--- src/rtl/disparity_pkg.sv ---
// Shared definitions for the disparity selection block.
// Holds the default cost width, default disparity count and the state
// encoding of the select FSM. No ports (package only).
package disparity_pkg;

  localparam int COST_W_DEF   = 6;
  localparam int NUM_DISP_DEF = 16;

  typedef enum logic {
    ACCUM = 1'b0,
    HOLD  = 1'b1
  } state_t;

endpackage

--- src/rtl/disparity_min_cmp.sv ---
// Combinational compare-and-update step of the running minimum search.
// Ports:
//   cur_cost / cur_disp : stored running minimum and its disparity index
//   new_cost / new_disp : incoming cost and its disparity index
//   nxt_cost / nxt_disp : updated minimum; the new value wins only when it
//                         is strictly smaller, so ties keep the lower index
module disparity_min_cmp #(
  parameter int COST_W = 6,
  parameter int DISP_W = 4
) (
  input  logic [COST_W-1:0] cur_cost,
  input  logic [DISP_W-1:0] cur_disp,
  input  logic [COST_W-1:0] new_cost,
  input  logic [DISP_W-1:0] new_disp,
  output logic [COST_W-1:0] nxt_cost,
  output logic [DISP_W-1:0] nxt_disp
);

  logic take_new;

  assign take_new = (new_cost < cur_cost);
  assign nxt_cost = take_new ? new_cost : cur_cost;
  assign nxt_disp = take_new ? new_disp : cur_disp;

endmodule

--- src/rtl/disparity_select.sv ---
// Winner-take-all disparity selection: consumes NUM_DISP Hamming costs per
// pixel (disparity 0 first) and presents the index and value of the lowest
// cost; on ties the lowest disparity wins.
//
// Ports:
//   clk       : rising-edge clock
//   rst       : asynchronous reset, active low
//   in_valid  : in_cost carries a cost this cycle
//   in_ready  : block accepts in_cost this cycle (high in ACCUM only)
//   in_cost   : cost for the next disparity
//   out_valid : result is held (HOLD state)
//   out_ready : consumer takes the result
//   out_disp  : disparity index of the minimum cost
//   out_cost  : minimum cost value
//   out_conf  : second-lowest cost minus minimum (only with
//               DISPARITY_SELECT_CONF_EN defined)
//
// Handshake: a beat moves on a rising clk edge exactly when valid and ready
// are both high on that edge; valid never depends on ready, and in_ready is
// a pure function of the registered state (no path from out_ready).
//
// Optional feature macro: DISPARITY_SELECT_CONF_EN adds out_conf and the
// second-minimum tracker.
module disparity_select
  import disparity_pkg::*;
#(
  parameter int COST_W   = COST_W_DEF,
  parameter int NUM_DISP = NUM_DISP_DEF,
  parameter int DISP_W   = $clog2(NUM_DISP)
) (
  input  logic              clk,
  input  logic              rst,
  input  logic              in_valid,
  output logic              in_ready,
  input  logic [COST_W-1:0] in_cost,
  output logic              out_valid,
  input  logic              out_ready,
  output logic [DISP_W-1:0] out_disp,
  output logic [COST_W-1:0] out_cost
`ifdef DISPARITY_SELECT_CONF_EN
  ,
  output logic [COST_W-1:0] out_conf
`endif
);

  localparam logic [DISP_W-1:0] LAST_DISP = DISP_W'(NUM_DISP - 1);

  state_t            state;
  state_t            state_nxt;
  logic [DISP_W-1:0] cnt;
  logic [COST_W-1:0] min_cost;
  logic [DISP_W-1:0] min_disp;
  logic [COST_W-1:0] cmp_cost;
  logic [DISP_W-1:0] cmp_disp;
  logic              accept;
  logic              first_beat;
  logic              last_beat;

  // Derived from state directly so in_ready never feeds back into itself.
  assign accept     = in_valid && (state == ACCUM);
  assign first_beat = (cnt == '0);
  assign last_beat  = (cnt == LAST_DISP);

  disparity_min_cmp #(
    .COST_W(COST_W),
    .DISP_W(DISP_W)
  ) u_min_cmp (
    .cur_cost(min_cost),
    .cur_disp(min_disp),
    .new_cost(in_cost),
    .new_disp(cnt),
    .nxt_cost(cmp_cost),
    .nxt_disp(cmp_disp)
  );

  // FSM next state and outputs
  always_comb begin
    state_nxt = state;
    in_ready  = 1'b0;
    out_valid = 1'b0;
    case (state)
      ACCUM: begin
        in_ready = 1'b1;
        if (accept && last_beat) state_nxt = HOLD;
      end
      HOLD: begin
        out_valid = 1'b1;
        if (out_ready) state_nxt = ACCUM;
      end
      default: state_nxt = ACCUM;
    endcase
  end

  always_ff @(posedge clk or negedge rst) begin
    if (!rst) begin
      state <= ACCUM;
    end else begin
      state <= state_nxt;
    end
  end

  // Disparity counter and running minimum. The running minimum doubles as
  // the result register: it is frozen in HOLD because no beats are accepted
  // there, and the first beat of the next pixel overwrites it.
  always_ff @(posedge clk or negedge rst) begin
    if (!rst) begin
      cnt      <= '0;
      min_cost <= '0;
      min_disp <= '0;
    end else if (accept) begin
      cnt <= last_beat ? '0 : cnt + DISP_W'(1);
      if (first_beat) begin
        min_cost <= in_cost;
        min_disp <= '0;
      end else begin
        min_cost <= cmp_cost;
        min_disp <= cmp_disp;
      end
    end
  end

  assign out_disp = min_disp;
  assign out_cost = min_cost;

`ifdef DISPARITY_SELECT_CONF_EN
  // Second-lowest cost, ties counted: an equal cost to the minimum becomes
  // the second minimum, giving a confidence of 0.
  logic [COST_W-1:0] sec_cost;

  always_ff @(posedge clk or negedge rst) begin
    if (!rst) begin
      sec_cost <= '0;
    end else if (accept) begin
      if (first_beat) begin
        sec_cost <= '1;
      end else if (in_cost < min_cost) begin
        sec_cost <= min_cost;
      end else if (in_cost < sec_cost) begin
        sec_cost <= in_cost;
      end
    end
  end

  assign out_conf = sec_cost - min_cost;
`endif

endmodule

--- config.mk ---
export PLATFORM = sky130hd
export DESIGN_NAME = disparity_select
export DESIGN_NICKNAME = d
export VERILOG_FILES = /design/src/rtl/disparity_pkg.sv /design/src/rtl/disparity_min_cmp.sv /design/src/rtl/disparity_select.sv
export SDC_FILE = /design/constraint.sdc
export NUM_CORES = 1
export LEC_CHECK = 0
export BUFFER_PORTS_ARGS = -buffer_cell sky130_fd_sc_hd__buf_2
export CAP_MARGIN = 20
export CELL_PAD_IN_SITES_DETAIL_PLACEMENT = 0
export CELL_PAD_IN_SITES_GLOBAL_PLACEMENT = 1
export CORE_ASPECT_RATIO = 1.5
export CORE_MARGIN = 4
export CORE_UTILIZATION = 40
export CTS_BUF_LIST = sky130_fd_sc_hd__clkbuf_4 sky130_fd_sc_hd__clkbuf_8
export DETAILED_ROUTE_END_ITERATION = 10
export PLACE_DENSITY = 0.8
export SETUP_SLACK_MARGIN = 0.2
export SLEW_MARGIN = 0
export SYNTH_ARGS = -nofsm -noshare
export SYNTH_HDL_FRONTEND = slang
export SYNTH_SLANG_ARGS = --single-unit
--- constraint.sdc ---
create_clock -name clk -period 2.15 [get_ports clk]
set_input_delay 0.43 -clock clk [delete_from_list [all_inputs] [get_ports clk]]
set_output_delay 0.43 -clock clk [all_outputs]
set_load 0.02 [all_outputs]
After elaboration in Yosys (flattened, before gate mapping)
Index checks and enable logic that the tools add are counted.

RAM bits: 0. Memories kept: 0. Word-level logic and storage cells: 23. Latch bits: 0. Bits of input ports: 10. Bits in registers: 15. Bits in read-only memories: 0.

Bitwise operators: 1. Add/sub/neg operators: 1. $lt $le $gt $ge: 1. Reduce and logical (&&, ||, !) cells: 5. Muxes and demuxes: 10. Shifts and indexed selects: 0. Divide/modulo/power cells: 0. Eq/ne operators: 1. $mul: 0.

Operator list (number): $mux W4 (3); $mux W6 (2); $lt A6 B6 Y1 (1); $add A4 B1 Y4 const B (1); $eq A4 B4 Y1 const B (1); $logic_not A4 Y1 (1); $mux W1 (4); $logic_and A1 B1 Y1 (2); $pmux W1 S2 (1); $reduce_and A2 Y1 (1); $reduce_bool A2 Y1 (1); $not A1 Y1 (1).

Depth between registers and ports, before layout
Depth after elaboration: 5. Gate-level depth with buffers: 7. Depth with buffers taken out: 7.

Modules after synthesis
Synthesis repeated with hierarchy kept, for this count alone.

Cells, all modules: 95. Area, all modules: 947.2 um^2.

By module, submodules not included: disparity_select (times used 1, area an instance 691.9 um^2, cells an instance 68, sequential area each 375.4 um^2); disparity_min_cmp (times used 1, area an instance 255.2 um^2, cells an instance 27, sequential area each 0.0 um^2).

Worst setup path after synthesis
Ideal clock, no wire load.

Kind: register to register. From: register min_cost[3] (netlist: out_cost[3]). To: register min_cost[0] (netlist: out_cost[0]). Setup time: 0.125 ns. Stages on the path, launching flop included: 7. Path slack: 0.278 ns. Arrival: 1.747 ns. Cells stage by stage: dfrtp_1 inv_1 ha_1 a21oi_1 o221ai_2 a21oi_4 mux2_2.

Cells in the longest elaborated chain, start to end: 3.

RTL lines: start: declaration (RTL line disparity_select.sv:51) `logic [COST_W-1:0] min_cost;`; start signal: assignment (RTL line disparity_select.sv:113) `min_cost <= in_cost;`; start signal: assignment (RTL line disparity_select.sv:116) `min_cost <= cmp_cost;`; $lt A6 B6 Y1 (RTL line disparity_min_cmp.sv:21) `assign take_new = (new_cost < cur_cost);`; $reduce_bool A2 Y1 (no line); $reduce_and A2 Y1 (no line).

No other way between the ends. A chain may end at the register's enable or synchronous reset.

Worst setup path in the final report
From: register min_cost[3] (netlist: out_cost[3]). To: register min_cost[5] (netlist: out_cost[5]).

The elaborated chain is that of the path after synthesis.

==> flow_summary.toml <==
[die]
dieArea_um2 = 2740
start_util = 0.422
fp.dieH_um = 62.2
die_w_um = 44.1
coreArea_um2 = 1850
rows = 19
io_pins = 22

[synth]
synth_top_area_share = 0.479
netlist_instances = 73
yosys-top-cells-count = "15 x dfrtp_1, 12 x inv_1, 8 x nand2_1"
synth_edf_count = 0
synth.top_cells.by_area = "dfrtp_1 48%, ha_1 11%, mux2_2 8.6%"
yosys_most_used_dff = "dfrtp_1"
yosysMostFrequentCell = "dfrtp_1"
yosysSeqAreaShare = 0.479
ys_ff_latch = 15
async_reset_ff_frac = 1.00
yosysTopAreaCell = "dfrtp_1"
avgSynthCellArea_um2 = 10.7
yosysWarnings = 0
syn_nets = 90
ys_types = 22
syn-cell-area_um2 = 783

[global_routing]
antenna_found_initial = 0
grt_max_degree = 16
grt_pass1_wl_um = 2750
first_global_vias = 680
grt_use_total = 0.129
grt-ovfl-total = 0

[cts]
clkLatencyLatePin_ns = 0.28
cts_tree = "built"
root_buffer = "clkbuf_4"
clk_pin_slew_ns = 0.10
clk_path_buf_depth = 2
h-tree-depth = 1
cts.hold.buffers_added = 0
cts_buffers = 3
cts_sinks = 15

[routing]
drt-initial-drc-count = 7
met2_wirelength_um = 801
num_vias = 620
vias_per_cell = 5.08
route.met3.wl_um = 62
ant_nets = 0
top_layer = "met4"
firstDrtPassIters = 4
drc_errors = 0
wl_met1_um = 571
wl_um = 1450
wl_per_cell_um = 11.9

[final_layout]
fin_util = 0.522
area_growth_pct = 23.6
final_nets = 119
layout-drive-gt1-share = 0.386
n_antenna_cell = 0

[job]
cap_violations = 0

[critical_path]
end_kind = "flip-flop"
worstPathArrival_ns = 2.00
startpoint = "out_cost[3]"
path_max_fanout = 4
cp-start-kind = "flip-flop"
required_ns = 2.33
r2r_slack_ns = 0.32
path_class = "reg2reg"
r2r-start = "out_cost[3]"

[timing]
fin_crit_sh = 0.850
hold_viol = 0
fin_crit_ns = 1.83
slew_headroom = 0.783
finalSetupTns_ns = 0
drv_slew = 0
finalSetupViolations = 0
timing.fmax_ghz = 0.547
fin_worst_skew_ns = 0.0124
setup_ws_ns = 0.323
rsz0062_at_grt = "no"
tightest_slew_ns = 0.326

[power_and_ir_drop]
cellPowerDensity_nw_per_um2 = 1410
leakagePower_uw = 0.000486
ir_drop_uv = 600

[place]
place_ws_ns = 0.0771
place_hpwl_um = 1180
globalplace.congestion = 0.774
numPortBuffers = 21

[run_status]
run_status = "complete, no violations"

[worst_hold_path]
hp-class = "in2async"
power by group:
group | internal (µW) | switching (µW) | total, µW | leakage, µW
Combinational | 308 | 393 | 701 | 0.000284
Sequential | 408 | 99.9 | 508 | 0.000184
Clock | 68.9 | 87.9 | 157 | 0.0000177
area by class of cell:
type                    instances  area, µm²
clock buffers                   3       22.5
well taps                      21       26.3
repair buffers                 24        128
multi-input cells              46        367
inverters                      12       45.0
flip-flops and latches         15        375
fillers                       181        886
clock inverters                 1       5.00
stage by stage:
stage | power (µW) | hold slack, ns | cell area (µm²) | instances
after detailed placement | 1190 | 0.351 | 922 | 116
final | 1360 | 0.0265 | 968 | 122
after global placement | 1170 | 0.349 | 922 | 116
after global routing | 1500 | 0.0419 | 968 | 122
after CTS | 1350 | 0.0370 | 950 | 120
after floorplan | 992 | 0.134 | 783 | 73
worst max-delay path, cell delays in order (launching register included):
cell and delay (ns):
dfrtp_1 0.37, inv_1 0.05, ha_1 0.28, a21oi_1 0.23, o221ai_2 0.16, a21oi_4 0.14
buf_4 0.15, mux2_2 0.33
layout by cell type (no fill, tap or decap):
cell type  count
o2bb2ai_1      2
o221ai_2       1
inv_1         12
buf_2         21
ha_1           7
nand2_1        8
mux2_2         6
clkbuf_4       3
o21ba_2        1
a21oi_4        1
xnor2_1        1
o22ai_1        1
a21oi_2        2
dfrtp_1       15
nand2b_1       1
clkinv_2       1
nor2b_1        1
nand4_1        1
o21ai_0        5
buf_4          3
and2_1         1
o41ai_1        1
nor2_1         1
a21oi_1        2
o211ai_1       1
nand3_1        2
layer usage:
| metal | global-route usage | up-vias |
|---|---|---|
| li1 | - | 308 |
| met1 | 0.141 | 299 |
| met2 | 0.226 | 11 |
| met3 | 0.0173 | 2 |
| met4 | 0.0679 | 0 |
| met5 | 0 | - |
registers in the layout (all words and copies together), names as in the netlist:
signal,flops
out_disp,4
out_cost,6
state,1
cnt,4
final timing paths:
check / endpoint / depth (start not counted)
setup / recovery: out_cost[5] / 7
hold reg to reg: out_disp[1] / 2
setup reg to reg: out_cost[5] / 7
min in group clk: state / 2
hold / removal: out_cost[4] / 1
max in group asynchronous: cnt[3] / 1
timing repair:
item / in CTS / in global routing
hold endpoints to repair: 0 / 0
gates resized for setup: 0 / 1
endpoints found under the setup margin: 0 / 6
buffers inserted: 0 / 2
kinds of logic (layout without fill, tap and decap cells):
group / after synthesis / after routing / synth area share
mux: 6 / 6 / 0.0863
simple gates: 15 / 15 / 0.0879
flops: 15 / 15 / 0.479
buf+inv: 12 / 40 / 0.0575
fa+ha+maj: 7 / 7 / 0.112
compound gates: 17 / 17 / 0.166
xor+xnor: 1 / 1 / 0.0112
No activity file was read; power rests on OpenSTA's default activity.
